--- src/rtl/asrv32_clint.sv ---
// asrv32_clint: memory-mapped core-local interruptor.
// Holds the 64-bit mtime counter with its timebase prescaler, one 64-bit
// mtimecmp and one MSIP bit per hart, and drives the per-hart timer and
// software interrupt lines. Bus accesses use a simple req/ack handshake.
//
// Optional build macro: ASRV32_CLINT_RDSNAP_EN
//   When defined, a read of MTIME lo latches mtime[63:32] into a shadow
//   register, and a read of MTIME hi returns that shadow. This gives a
//   tear-free 64-bit read. When undefined, MTIME hi reads the live counter
//   and no shadow register exists.
//
// Register map (byte offsets, bits [1:0] ignored):
//   0x0000 + 4*h     MSIP[h]          (bit 0 only)
//   0x4000 + 8*h     MTIMECMP[h] lo
//   0x4004 + 8*h     MTIMECMP[h] hi
//   0xBFF8           MTIME lo
//   0xBFFC           MTIME hi
//   Anything else, and any h >= NUM_HARTS, reads 0 and ignores writes.

module asrv32_clint #(
  parameter int NUM_HARTS = 1,
  parameter int TICK_DIV  = 100
) (
  input  logic                 i_clk,
  input  logic                 i_rst_n,
  input  logic                 i_req,
  input  logic                 i_we,
  input  logic [15:0]          i_addr,
  input  logic [31:0]          i_wdata,
  input  logic [3:0]           i_wstrb,
  output logic                 o_ack,
  output logic [31:0]          o_rdata,
  output logic [NUM_HARTS-1:0] o_msip,
  output logic [NUM_HARTS-1:0] o_mtip,
  output logic [63:0]          o_mtime
);

  // Prescaler width; a divider of 1 still gets a 1-bit counter that never
  // leaves 0, so every cycle is a tick.
  localparam int              PW        = (TICK_DIV > 1) ? $clog2(TICK_DIV) : 1;
  localparam logic [PW-1:0]   PRESC_MAX = PW'(TICK_DIV - 1);

  // Word addresses (i_addr[15:2]) of the two mtime halves.
  localparam logic [13:0]     MTIME_LO_WORD = 14'h2FFE;
  localparam logic [13:0]     MTIME_HI_WORD = 14'h2FFF;

  typedef enum logic {
    S_IDLE = 1'b0,
    S_RESP = 1'b1
  } state_t;

  state_t               state_q, state_d;
  logic [PW-1:0]        presc_q, presc_d;
  logic [63:0]          mtime_q, mtime_d;
  logic [63:0]          cmp_q [NUM_HARTS];
  logic [63:0]          cmp_d [NUM_HARTS];
  logic [NUM_HARTS-1:0] msip_q, msip_d;
  logic [NUM_HARTS-1:0] mtip_q, mtip_d;
  logic [31:0]          rdata_q, rdata_d;

  logic                 tick;
  logic                 accept;
  logic                 wr;
  logic                 rd;
  logic [13:0]          word;
  logic                 msip_sel;
  logic                 cmp_sel;
  logic                 cmp_hi;
  logic [11:0]          msip_idx;
  logic [10:0]          cmp_idx;
  logic                 mtime_lo_sel;
  logic                 mtime_hi_sel;
  logic [31:0]          mtime_hi_rd;

  // Byte-lane merge: each strobed byte takes the bus value, the rest keep old.
  function automatic logic [31:0] merge_bytes(input logic [31:0] old_val,
                                              input logic [31:0] new_val,
                                              input logic [3:0]  strb);
    logic [31:0] res;
    for (int b = 0; b < 4; b++) begin
      res[8*b +: 8] = strb[b] ? new_val[8*b +: 8] : old_val[8*b +: 8];
    end
    return res;
  endfunction

  // ---------------------------------------------------------------------------
  // Address decode. Hart-range checks happen where the index is compared
  // against each implemented hart, so out-of-range harts simply match nothing.
  // ---------------------------------------------------------------------------
  assign word         = i_addr[15:2];
  assign accept       = (state_q == S_IDLE) && i_req;
  assign wr           = accept && i_we;
  assign rd           = accept && !i_we;
  assign msip_sel     = (i_addr[15:14] == 2'b00);
  assign msip_idx     = i_addr[13:2];
  assign cmp_sel      = (i_addr[15:14] == 2'b01);
  assign cmp_idx      = i_addr[13:3];
  assign cmp_hi       = i_addr[2];
  assign mtime_lo_sel = (word == MTIME_LO_WORD);
  assign mtime_hi_sel = (word == MTIME_HI_WORD);
  assign tick         = (presc_q == PRESC_MAX);

  // Byte offset bits are ignored by the word-aligned map.
  logic unused_addr_bits;
  assign unused_addr_bits = &{1'b0, i_addr[1:0]};

  // Bus handshake: accept in IDLE, acknowledge for exactly one cycle in RESP.
  always_comb begin
    state_d = state_q;
    case (state_q)
      S_IDLE:  if (i_req) state_d = S_RESP;
      S_RESP:  state_d = S_IDLE;
      default: state_d = S_IDLE;
    endcase
  end

  // Next-state for the timer, the register file and the read data.
  // NOTE: every target gets a default before any condition so no path leaves
  // it unassigned; that is what keeps this block free of latches.
  always_comb begin
    presc_d = tick ? '0 : presc_q + PW'(1);
    mtime_d = tick ? mtime_q + 64'd1 : mtime_q;
    msip_d  = msip_q;
    rdata_d = '0;
    for (int h = 0; h < NUM_HARTS; h++) begin
      cmp_d[h] = cmp_q[h];
    end

    if (wr) begin
      // A bus write to mtime replaces the addressed half and keeps the other
      // half at its current value, so a coincident tick adds nothing. The
      // prescaler still follows its own schedule, which on a tick is 0.
      if (mtime_lo_sel) begin
        mtime_d = {mtime_q[63:32], merge_bytes(mtime_q[31:0], i_wdata, i_wstrb)};
      end
      if (mtime_hi_sel) begin
        mtime_d = {merge_bytes(mtime_q[63:32], i_wdata, i_wstrb), mtime_q[31:0]};
      end
      for (int h = 0; h < NUM_HARTS; h++) begin
        if (msip_sel && (msip_idx == 12'(h)) && i_wstrb[0]) begin
          msip_d[h] = i_wdata[0];
        end
        if (cmp_sel && (cmp_idx == 11'(h))) begin
          if (cmp_hi) begin
            cmp_d[h][63:32] = merge_bytes(cmp_q[h][63:32], i_wdata, i_wstrb);
          end else begin
            cmp_d[h][31:0]  = merge_bytes(cmp_q[h][31:0], i_wdata, i_wstrb);
          end
        end
      end
    end

    if (rd) begin
      if (mtime_lo_sel) rdata_d = mtime_q[31:0];
      if (mtime_hi_sel) rdata_d = mtime_hi_rd;
      for (int h = 0; h < NUM_HARTS; h++) begin
        if (msip_sel && (msip_idx == 12'(h))) begin
          rdata_d = {31'b0, msip_q[h]};
        end
        if (cmp_sel && (cmp_idx == 11'(h))) begin
          rdata_d = cmp_hi ? cmp_q[h][63:32] : cmp_q[h][31:0];
        end
      end
    end
  end

  // Timer compare on the current register values; the registered result
  // therefore shows any write one cycle after the write edge.
  always_comb begin
    mtip_d = '0;
    for (int h = 0; h < NUM_HARTS; h++) begin
      mtip_d[h] = (mtime_q >= cmp_q[h]);
    end
  end

  // State registers. Compare registers reset to all-ones so no timer
  // interrupt fires before software programs them.
  // NOTE: sequential state uses non-blocking assignments so every flop
  // samples pre-edge values regardless of statement order.
  // NOTE: the mtimecmp array is reset element by element; it is a handful of
  // flops, not a RAM, and a defined reset value is functionally required.
  always_ff @(posedge i_clk or negedge i_rst_n) begin
    if (!i_rst_n) begin
      state_q <= S_IDLE;
      presc_q <= '0;
      mtime_q <= '0;
      msip_q  <= '0;
      mtip_q  <= '0;
      rdata_q <= '0;
      for (int h = 0; h < NUM_HARTS; h++) begin
        cmp_q[h] <= '1;
      end
    end else begin
      state_q <= state_d;
      presc_q <= presc_d;
      mtime_q <= mtime_d;
      msip_q  <= msip_d;
      mtip_q  <= mtip_d;
      rdata_q <= rdata_d;
      for (int h = 0; h < NUM_HARTS; h++) begin
        cmp_q[h] <= cmp_d[h];
      end
    end
  end

`ifdef ASRV32_CLINT_RDSNAP_EN
  logic [31:0] shadow_q, shadow_d;

  // Shadow of mtime hi: captured by a lo read, overwritten by a hi write.
  always_comb begin
    shadow_d = shadow_q;
    if (rd && mtime_lo_sel) shadow_d = mtime_q[63:32];
    if (wr && mtime_hi_sel) shadow_d = mtime_d[63:32];
  end

  // Shadow register.
  always_ff @(posedge i_clk or negedge i_rst_n) begin
    if (!i_rst_n) shadow_q <= '0;
    else          shadow_q <= shadow_d;
  end

  assign mtime_hi_rd = shadow_q;
`else
  assign mtime_hi_rd = mtime_q[63:32];
`endif

  assign o_ack   = (state_q == S_RESP);
  assign o_rdata = rdata_q;
  assign o_msip  = msip_q;
  assign o_mtip  = mtip_q;
  assign o_mtime = mtime_q;

endmodule
--- config.mk ---
export PLATFORM = sky130hd
export DESIGN_NAME = asrv32_clint
export DESIGN_NICKNAME = d
export VERILOG_FILES = /design/src/rtl/asrv32_clint.sv
export SDC_FILE = /design/constraint.sdc
export NUM_CORES = 1
export LEC_CHECK = 0
export CAP_MARGIN = 10
export CORE_MARGIN = 4
export CORE_UTILIZATION = 41
export CTS_BUF_LIST = sky130_fd_sc_hd__clkbuf_4 sky130_fd_sc_hd__clkbuf_8
export CTS_CLUSTER_SIZE = 40
export DETAILED_ROUTE_END_ITERATION = 16
export GPL_TIMING_DRIVEN = 0
export PLACE_DENSITY = 0.67
export SYNTH_ARGS = -nofsm -noshare
export SYNTH_HDL_FRONTEND = slang
export SYNTH_SLANG_ARGS = --single-unit
--- constraint.sdc ---
create_clock -name i_clk -period 3.3 [get_ports i_clk]
set_input_delay 0.33 -clock i_clk [delete_from_list [all_inputs] [get_ports i_clk]]
set_output_delay 0.33 -clock i_clk [all_outputs]
set_load 0.01 [all_outputs]
* Word-level counts from Yosys, hierarchy flattened
Index checks and enable logic that the tools add are counted.
Widths: inputs -> output; s select.
** Storage, ports and cells
- Register bits after elaboration :: 170
- Bits of input ports :: 56
- Output and inout port bits :: 99
** Operators by class
- Add/sub/neg operators :: 2
- $lt $le $gt $ge :: 1
- Eq/ne operators :: 14
- Multiplexer cells :: 17
- Bitwise operators :: 2
- Reductions and logical operators :: 27
** Operators with widths (count)
- $mux 64 :: 4
- $mux 32 :: 6
- $add 64x1->64 const B :: 1
- $ge 64x64->1 :: 1
- $mux 8 :: 4
- $reduce_and 4->1 :: 8
- $eq 14x14->1 const B :: 2
- $ne 3x3->1 const B :: 8
- $reduce_and 2->1 :: 9
- $logic_not 12->1 :: 1
- $logic_not 11->1 :: 1
- $add 7x1->7 const B :: 1
- $eq 7x7->1 const B :: 1
- $mux 7 :: 1
- $logic_and 1x1->1 :: 6
- $ne 3x2->1 const B :: 1
- $eq 2x1->1 const B :: 1
- $logic_not 2->1 :: 1
- $ne 2x2->1 const B :: 1
- $not 1->1 :: 2
- $pmux 1 s2 :: 1
- $logic_not 1->1 :: 1
- $mux 1 :: 1

* Logic depth before layout (Yosys ltp)
Gate-level depths: netlist of the first run.
- Depth in word-level cells :: 6
- Mapped depth :: 10
- Gate-level depth less buffers :: 8

* Worst setup path before layout of the first run
Ideal clock, no wire load.
- Kind :: register to register
- Start :: reg presc_q[0]
- End :: reg mtime_q[62] (netlist: o_mtime[62])
- Library setup time :: 134 ps
- Arrival :: 2248 ps
- Slack :: 918 ps
- Cell stages (with the launch flop) :: 9
- Path buffers :: 1
- Period minus slack after synthesis :: 2382 ps
- Path through :: dfrtp_1 > ha_1 > nand4bb_4 > nor4_4 > nand2_1 > buf_2 > or4_1 > nand3_1 > o211ai_1
** Between the ends
- Longest elaborated chain between the ends :: 5
** RTL lines
- start, declared :: RTL line 53 : logic [PW-1:0] presc_q, presc_d;
- start signal, assigned :: RTL line 195 : presc_q <= presc_d;
- $eq 7x7->1 * :: RTL line 101 : assign tick = (presc_q == PRESC_MAX);
- $mux 64 * :: RTL line 122 : mtime_d = tick ? mtime_q + 64'd1 : mtime_q;
- $mux 64 :: RTL line 133 : if (mtime_lo_sel) begin
- $mux 64 :: RTL line 136 : if (mtime_hi_sel) begin
- $mux 64 * :: RTL line 129 : if (wr) begin
- end signal, assigned :: RTL line 196 : mtime_q <= mtime_d;
- end, declared :: RTL line 54 : logic [63:0] mtime_q, mtime_d;
Mark *: on every way between the ends. The rest lies on a longest branch, timed or not. The select of a mux whose other input is x is not followed.
A chain may end at the register's enable or synchronous reset.

* Worst setup path after layout of the first run
- Start :: reg presc_q[0]
- End :: reg mtime_q[50] (netlist: o_mtime[50])
The elaborated chain is that of the path after synthesis.

==> out/metrics.yaml, run 1 <==
swShare_pct: 28.3
seq_area_mm2: 0.00433
via_count: 9733
switching_power_mw: 1.09
clock_skew_ns: 0.0150
p_leak_nw: 5.27
netlist_top_cells_area: "dfrtp_1, dfstp_2, ha_1"
ant_nets: 0
cts.reportedPaths.clkPinSlew_ns: 0.11
io_buffers: 152
critPathKind: "reg2reg"
seq_area_frac_synth_pct: 40.3
die_y_um: 170
fin_area_mm2: 0.0131
clkSinkCount: 170
die_w_um: 170
die_area_mm2: 0.0289
critPathMaxFanout: 10
fin_crit_ns: 3.14
grt_max_degree: 90
synth_ff_type: "dfrtp_1"
ir_worst_vdd_uv: 193
path_cells: "ha_1, nand4bb_4, nor4_4, nand2_1, buf_2, nor3_1, a32oi_1, nand2_1"
grt_usage_pct: 24.4
arrival_ns: 3.57
synth-async-reset-ratio_pct: 100
layout_worst_path_cycle_share_pct: 95.2
synth_edf_count: 0
first_global_vias: 9533
synth_top_area_share_pct: 24.7
cts_buffers: 17
final_cell_mix: "clkdlybuf4s50_1, dfrtp_1, nand2_1"
nets: 1407
tightestPinTransition_ns: 0.940
antenna_found_initial: 0
fillers: 2329
dp.cells: 1595
max-slew-margin-rel_pct: 37.2
r2r_start: "presc_q[0]"
critPathLaunch: "presc_q[0]"
setup_viol: 0
crit_slowest_cell: "nor3_1"
start_util_pct: 42.2
cts_max_level: 4
grt_pass1_wl_um: 55100
place_congestion: 0.937
multi_input_area_mm2: 0.00592
drtIter0Drc: 1045
dr.pass1.iters: 6
yosys_warnings: 0
critical_path_required_ns: 3.73
overflow: 0
syn_area_mm2: 0.0107
drive_gt1_share_pct: 14.9
instances_no_fill: 1628
io_pins: 155
coreArea_mm2: 0.0255
cts_root_buffer: "clkbuf_8"
status: "finished, final reports clean"
rsz0062_at_grt: "false"
power.internal_mw: 2.75
slew_violations: 0
cts_tree: "done"
fin_setup_tns_ns: 0
drc: 0
start_kind: "register"
cap_violations: 0
num_antenna_cells: 0
max_stage_delay_ns: 0.76
p_per_area_mw_per_mm2: 292
clk-insertion-delay-late_ns: 0.48
synth_fp_nets: 1234
hold_violations: 0
routed_wl_um: 35100
clkPwrFrac_pct: 39.3
hpwl_um: 26000
num_rows: 58
yosysTopAreaCell: "dfrtp_1"
vias_per_cell: 5.98
syn_inst: 1112
yosys.cell_types.count: 71
layout_commonest_cell: "clkdlybuf4s50_1"
cts.path.max_buffers: 2
cp_common_cell: "nand2_1"
seqPwrFrac_pct: 54.5
timing.fmax_mhz: 318
ys_seq_elements: 170
placed_area_mm2: 0.0127
endpoint_kind: "register"
avgSynthCellArea_um2: 9.67
area_growth_pct: 22.0
hold_class: "in2async"
post_drt_wl_per_cell_um: 21.5
combPwrFrac_pct: 6.2
[cell usage after synthesis (11+ instances only)]
library cell and instances:
a211oi_1 22, a21o_1 12, a21oi_1 55, and2_1 42, and3_1 12, and4_1 13
buf_2 11, clkbuf_1 29, dfrtp_1 106, dfstp_2 64, ha_1 66, inv_1 77
mux2_1 11, mux2_2 55, mux2i_1 66, nand2_1 84, nand3_1 33, nand4_1 29
nor2_1 65, nor3_1 35, nor4_1 14, o211ai_1 13, o21ai_0 24, o22ai_1 39
[layer usage]
| metal | vias up | wire length (um) | global-route usage [%] |
|---|---|---|---|
| met1 | 4817 | 15200 | 33.6 |
| met2 | 398 | 16000 | 38.5 |
| met3 | 64 | 2850 | 5.95 |
| met4 | 0 | 972 | 7.26 |
| li1 | 4454 | - | - |
| met5 | - | 0 | 0 |
[registers in the layout, summed over array words and instances (netlist names)]
| signal | cells |
|---|---|
| o_rdata | 32 |
| o_mtip | 1 |
| presc_q | 7 |
| o_ack | 1 |
| o_msip | 1 |
| cmp_q | 64 |
| o_mtime | 64 |
[kinds of logic after synthesis]
kind of cell             Yosys count  share of synthesized area, %
multiplexers                     132                          13.1
XOR/XNOR                           4                         0.326
AO/OA/AOI/OAI                    232                          14.5
buffers and inverters            126                          4.63
AND/OR/NAND/NOR                  382                          19.5
flip-flops                       170                          40.3
adder cells (fa/ha/maj)           66                          7.68
[per-stage QoR]
step / util, % / setup WS (ns) / hold slack [ns] / power (mW)
global route: 51.5 / 0.0145 / 0.422 / 3.96
floorplan: - / 0.918 / 0.0344 / 2.19
global placement: 49.8 / -5.36 / 0.445 / 2.36
finish: 51.5 / 0.160 / 0.393 / 3.83
CTS: 51.5 / 0.122 / 0.404 / 3.85
detailed placement: 49.9 / -0.379 / 0.363 / 2.36
[layout make-up]
class	instances	share of cell area (%)
buffer	48	1.57
clock inverter	15	1.14
sequential	170	33.0
clock buffer	17	1.78
inverter	78	2.23
multi-input combinational	816	45.2
timing repair buffer	154	11.9
tap	330	3.15
[worst paths after layout]
check	depth (start not counted)	slack, ns	endpoint
worst max-delay path	8	0.16	o_mtime[50]
worst min-delay path	2	0.39	presc_q[4]
worst max register to register	8	0.16	o_mtime[50]
worst min register to register	1	0.47	presc_q[0]
max in group asynchronous	3	2.00	cmp_q[46]
min in group i_clk	2	0.42	o_ack
[power by group through the flow]
stage / Clock, mW / Sequential (mW) / Combinational (mW)
2_1_floorplan: 0 / 2.13 / 0.0654
3_3_place_gp: 0 / 2.13 / 0.232
3_5_place_dp: 0 / 2.13 / 0.237
4_1_cts: 1.53 / 2.09 / 0.239
5_1_grt: 1.62 / 2.09 / 0.256
6_report: 1.51 / 2.09 / 0.236
[critical path, delay by kind of cell (launching register included)]
| family | cells | cell delay, ns |
|---|---|---|
| AND/OR/NAND/NOR | 5 | 1.93 |
| AO/OA/AOI/OAI | 1 | 0.21 |
| adder cells (fa/ha/maj) | 1 | 0.29 |
| buffers and inverters | 1 | 0.27 |
| flip-flops | 1 | 0.38 |
[what timing repair did]
action                     4_1_cts  5_1_grt
hold buffers                     1        0
resized for setup                0        3
setup endpoints to repair        0       12
hold endpoints to repair        51        0
setup buffers                    0        0
No activity file was read; power rests on OpenSTA's default activity.
==> run 2: changes to the inputs <==
--- a/config.mk
+++ b/config.mk
@@ -7,12 +7,12 @@
 export LEC_CHECK = 0
 export CAP_MARGIN = 10
 export CORE_MARGIN = 4
-export CORE_UTILIZATION = 41
+export CORE_UTILIZATION = 30
 export CTS_BUF_LIST = sky130_fd_sc_hd__clkbuf_4 sky130_fd_sc_hd__clkbuf_8
 export CTS_CLUSTER_SIZE = 40
 export DETAILED_ROUTE_END_ITERATION = 16
 export GPL_TIMING_DRIVEN = 0
-export PLACE_DENSITY = 0.67
+export PLACE_DENSITY = 0.53
 export SYNTH_ARGS = -nofsm -noshare
 export SYNTH_HDL_FRONTEND = slang
 export SYNTH_SLANG_ARGS = --single-unit
==> run 2 against run 1 <==
Compared with the run above:
- die area is 35% higher
- highest routed layer is now met5
- largest cell class unchanged
- sequential power about the same
- final area up 1.1%
- clock power decreased by 3%
==> out/metrics.yaml, run 2 (synthesized netlist as in run 1, its figures left out) <==
layout_worst_path_cycle_share_pct: 94.3
cp_top_family: "simple AND/OR/NAND/NOR gates"
vias_per_cell: 5.40
hold_violations: 0
post-place-ws_ns: -0.311
slew_violations: 0
nets: 1407
cts_tree: "done"
overflow: 0
endpoint_kind: "register"
fin_util_pct: 37.4
via_count: 9495
hold_slack_ns: 0.389
clkSinkCount: 170
cts_max_level: 4
rrSetupSlack_ns: 0.19
max-slew-margin-rel_pct: 35.2
place_congestion: 0.867
coreArea_mm2: 0.0355
grt_usage_pct: 19.6
status: "finished, final reports clean"
clk-insertion-delay-late_ns: 0.50
timing.fmax_mhz: 321
final_cell_mix: "clkdlybuf4s50_1, dfrtp_1, nand2_1"
antenna_found_initial: 2
grt_pass1_wl_um: 58500
cts_root_buffer: "clkbuf_8"
p_per_area_mw_per_mm2: 286
critical_path_buf_inv_count: 2
cts.reportedPaths.clkPinSlew_ns: 0.10
cts.path.max_buffers: 2
io_pins: 155
arrival_ns: 3.49
num_rows: 69
area_growth_pct: 23.4
post_cts_buffers: 0
num_antenna_cells: 0
start_util_pct: 30.3
ir_worst_vdd_uv: 253
fillers: 3619
critical_path_required_ns: 3.68
critPathKind: "reg2reg"
start_kind: "register"
critPathMaxFanout: 10
crit_slowest_cell: "nor4_2"
clock_skew_ns: 0.0205
worst_slack_ns: 0.189
routed_wl_um: 38400
power_mw: 3.80
ant_nets: 0
die_y_um: 197
max_stage_delay_ns: 0.58
grt_max_degree: 95
hpwl_um: 28700
cts_buffers: 17
io_buffers: 152
first_global_vias: 9375
setup_viol: 0
dr.pass1.iters: 5
path_cells: "ha_1, nand4bb_4, nor4_2, nand2_1, buf_2, nor4_2, buf_2, a41oi_1, o31a_1"
die_area_mm2: 0.0389
drtIter0Drc: 692
instances_no_fill: 1759
cap_violations: 0
drive_gt1_share_pct: 15.0
rsz0062_at_grt: "false"
hold_class: "in2async"
drc: 0
tightestPinTransition_ns: 0.972
fin_crit_ns: 3.11
die_w_um: 197
dp.cells: 1726
layout_commonest_cell: "clkdlybuf4s50_1"
p_leak_nw: 5.27
post_drt_wl_per_cell_um: 21.9
run 2: cell types whose count changed in the layout (fill, tap and decap cells not counted), sizes merged:
cell	before	now
inv	87	82
clkbuf	46	49
clkinv	4	6
run 2: stage by stage:
stage               instance area (um^2)  TNS (ns)
finish                             13300         0
global route                       13300         0
CTS                                13200         0
detailed placement                 12900     -8.37
global placement                   12800   -849.50
floorplan                          10700         0
run 2: final cells by class:
type | count | area [um^2] | share of cell area, %
plain buffers | 48 | 206 | 1.56
flip-flops and latches | 170 | 4330 | 32.7
well taps | 461 | 577 | 4.35
inverters | 78 | 293 | 2.21
clock inverters | 12 | 91.3 | 0.689
clock buffers | 20 | 269 | 2.03
repair buffers | 154 | 1560 | 11.8
multi-input cells | 816 | 5930 | 44.7
run 2: routing by layer:
metal	part of all wire (%)	global-route usage, %	up-vias
met4	2.0	5.42	2
met3	6.5	4.91	43
met5	0.034	0	-
met1	47	27.4	4686
met2	45	30.2	303
li1	-	-	4461
run 2: worst reg2reg max path, cell delays in order (launching register included):
cell       delay, ns
dfrtp_1         0.38
ha_1            0.30
nand4bb_4       0.21
nor4_2          0.59
nand2_1         0.17
buf_2           0.24
nor4_2          0.48
buf_2           0.36
a41oi_1         0.16
o31a_1          0.13
run 2: where the power goes:
group	internal [mW]	leakage, nW	switching, mW
combinational	0.0946	3.10	0.149
sequential	2.09	1.98	0.00172
clock	0.578	0.184	0.885
total	2.76	5.27	1.04
run 2: repair_timing:
item	4_1_cts	5_1_grt
gates resized for setup	0	4
hold buffers	1	0
endpoints found under the hold margin	45	0
setup endpoints to repair	0	16
run 2: worst paths after layout:
check / from / endpoint / cells past startpoint
min reg2reg: presc_q[0] / presc_q[0] / 1
min in group i_clk: i_req / o_ack / 2
max reg2reg: presc_q[0] / o_mtime[53] / 9
max: presc_q[0] / o_mtime[53] / 9
max in group asynchronous: i_rst_n / cmp_q[1] / 3
min: i_rst_n / o_rdata[18] / 2
==> run 3: changes to the inputs <==
--- a/config.mk
+++ b/config.mk
@@ -7,12 +7,13 @@
 export LEC_CHECK = 0
 export CAP_MARGIN = 10
 export CORE_MARGIN = 4
-export CORE_UTILIZATION = 30
+export CORE_UTILIZATION = 35
 export CTS_BUF_LIST = sky130_fd_sc_hd__clkbuf_4 sky130_fd_sc_hd__clkbuf_8
+export CTS_CLUSTER_DIAMETER = 120
 export CTS_CLUSTER_SIZE = 40
 export DETAILED_ROUTE_END_ITERATION = 16
 export GPL_TIMING_DRIVEN = 0
-export PLACE_DENSITY = 0.53
+export PLACE_DENSITY = 0.59
 export SYNTH_ARGS = -nofsm -noshare
 export SYNTH_HDL_FRONTEND = slang
 export SYNTH_SLANG_ARGS = --single-unit
==> run 3 against run 2 <==
Compared with the run above:
- combinational power decreased by 2%
- sequential share of layout area increased by 0.11 points
- wire length decreased by 5.8%
- clock-buffer cell count decreased by 2
- clock skew decreased by 0.0028 ns
- register-to-register slack got worse by 0.03 ns
- sequential power about the same
- final area decreased by 0.33%
- hold slack improved by 0.016 ns
- setup slack got worse by 0.033 ns
- largest cell class unchanged
==> out/metrics.yaml, run 3 (synthesized netlist as in run 1, its figures left out) <==
place_congestion: 0.915
coreArea_mm2: 0.0300
drive_gt1_share_pct: 14.9
post-place-ws_ns: -0.367
setup_viol: 0
post_cts_buffers: 0
vias_per_cell: 5.67
cap_violations: 0
worst_slack_ns: 0.156
max-slew-margin-rel_pct: 28.5
area_growth_pct: 23.0
critPathKind: "reg2reg"
final_cell_mix: "clkdlybuf4s50_1, dfrtp_1, nand2_1"
clk-insertion-delay-late_ns: 0.48
layout_worst_path_cycle_share_pct: 95.3
grt_max_degree: 87
nets: 1407
timing.fmax_mhz: 318
cts_root_buffer: "clkbuf_8"
critPathMaxFanout: 10
num_antenna_cells: 0
grt_usage_pct: 21.4
hpwl_um: 27000
power_mw: 3.91
tightestPinTransition_ns: 1.06
grt_pass1_wl_um: 56100
r2r-end: "o_mtime[38]"
io_buffers: 152
cts_max_level: 4
die_y_um: 183
cts_tree: "done"
arrival_ns: 3.51
post_drt_wl_per_cell_um: 21.5
hold_class: "in2async"
clock_skew_ns: 0.0176
die_w_um: 183
rsz0062_at_grt: "false"
status: "finished, final reports clean"
p_leak_nw: 5.28
cts.path.max_buffers: 2
cts_buffers: 17
die_area_mm2: 0.0336
overflow: 0
antenna_found_initial: 0
dr.pass1.iters: 5
clkSinkCount: 170
endpoint_kind: "register"
r2r.worst_path.cells: 8
critical_path_required_ns: 3.66
slew_violations: 0
num_rows: 63
drc: 0
start_util_pct: 35.9
routed_wl_um: 36200
fin_crit_ns: 3.14
p_per_area_mw_per_mm2: 296
ant_nets: 0
ir_worst_vdd_uv: 226
hold_violations: 0
hold_slack_ns: 0.405
first_global_vias: 9422
drtIter0Drc: 795
via_count: 9574
io_pins: 155
layout_commonest_cell: "clkdlybuf4s50_1"
cts.reportedPaths.clkPinSlew_ns: 0.10
r2r_start: "presc_q[0]"
rrSetupSlack_ns: 0.16
start_kind: "register"
## run 3: cell count changes in the layout (fill, tap and decap cells not counted), sizes merged
cell	previous run	this run
clkbuf	49	47
clkinvlp	2	5
clkinv	6	3
bufinv	0	2
## run 3: cell type report
type	count	area [um^2]
multi-input combinational	816	5920
clock buffer	18	248
sequential	170	4330
inverter	78	293
tap	390	488
buffer	48	206
timing repair buffer	154	1560
clock inverter	14	163
fill	2963	16700
## run 3: worst max path at each step
stage	startpoint	end	slack [ns]	cells after the start
after detailed placement	i_addr[14]	o_mtime[30]	-0.37	9
final	presc_q[0]	o_mtime[38]	0.16	8
after floorplan	presc_q[0]	o_mtime[62]	0.92	8
after CTS	presc_q[0]	o_mtime[53]	0.06	9
after global routing	presc_q[0]	o_mtime[50]	0.04	8
after global placement	i_rst_n	o_rdata[21]	-5.60	1
## run 3: timing repair
item / CTS / global route
hold buffers: 1 / 0
gates resized for setup: 0 / 3
hold endpoints to repair: 54 / 0
endpoints found under the setup margin: 0 / 7
## run 3: per-layer routing
| layer | wire (um) | GRT usage (%) |
|---|---|---|
| met1 | 16500 | 30.1 |
| met2 | 16600 | 33.7 |
| met3 | 2320 | 4.11 |
| met4 | 809 | 5.96 |
| met5 | 0 | 0 |
## run 3: power by group
| group | internal [mW] | total (mW) | switching (mW) |
|---|---|---|---|
| registers | 2.09 | 2.09 | 0.00167 |
| logic | 0.0945 | 0.240 | 0.146 |
| clock network | 0.710 | 1.58 | 0.871 |
| total | 2.89 | 3.91 | 1.02 |
## run 3: critical path: stages (launching register included)
cell       delay (ns)
dfrtp_1          0.38
ha_1             0.29
nand4bb_4        0.20
nor4_4           0.56
nand2_1          0.19
buf_2            0.26
nor3_1           0.88
nor2_1           0.13
o21a_1           0.16
## run 3: stage by stage
stage	setup TNS (ns)	std cells	util, %	area [um^2]
after detailed placement	-4.11	1655	42.7	12800
after CTS	0	1688	44.1	13200
after global routing	0	1688	44.1	13200
final	0	1688	44.1	13200
after floorplan	0	1112	-	10700
after global placement	-803.88	1654	42.6	12800
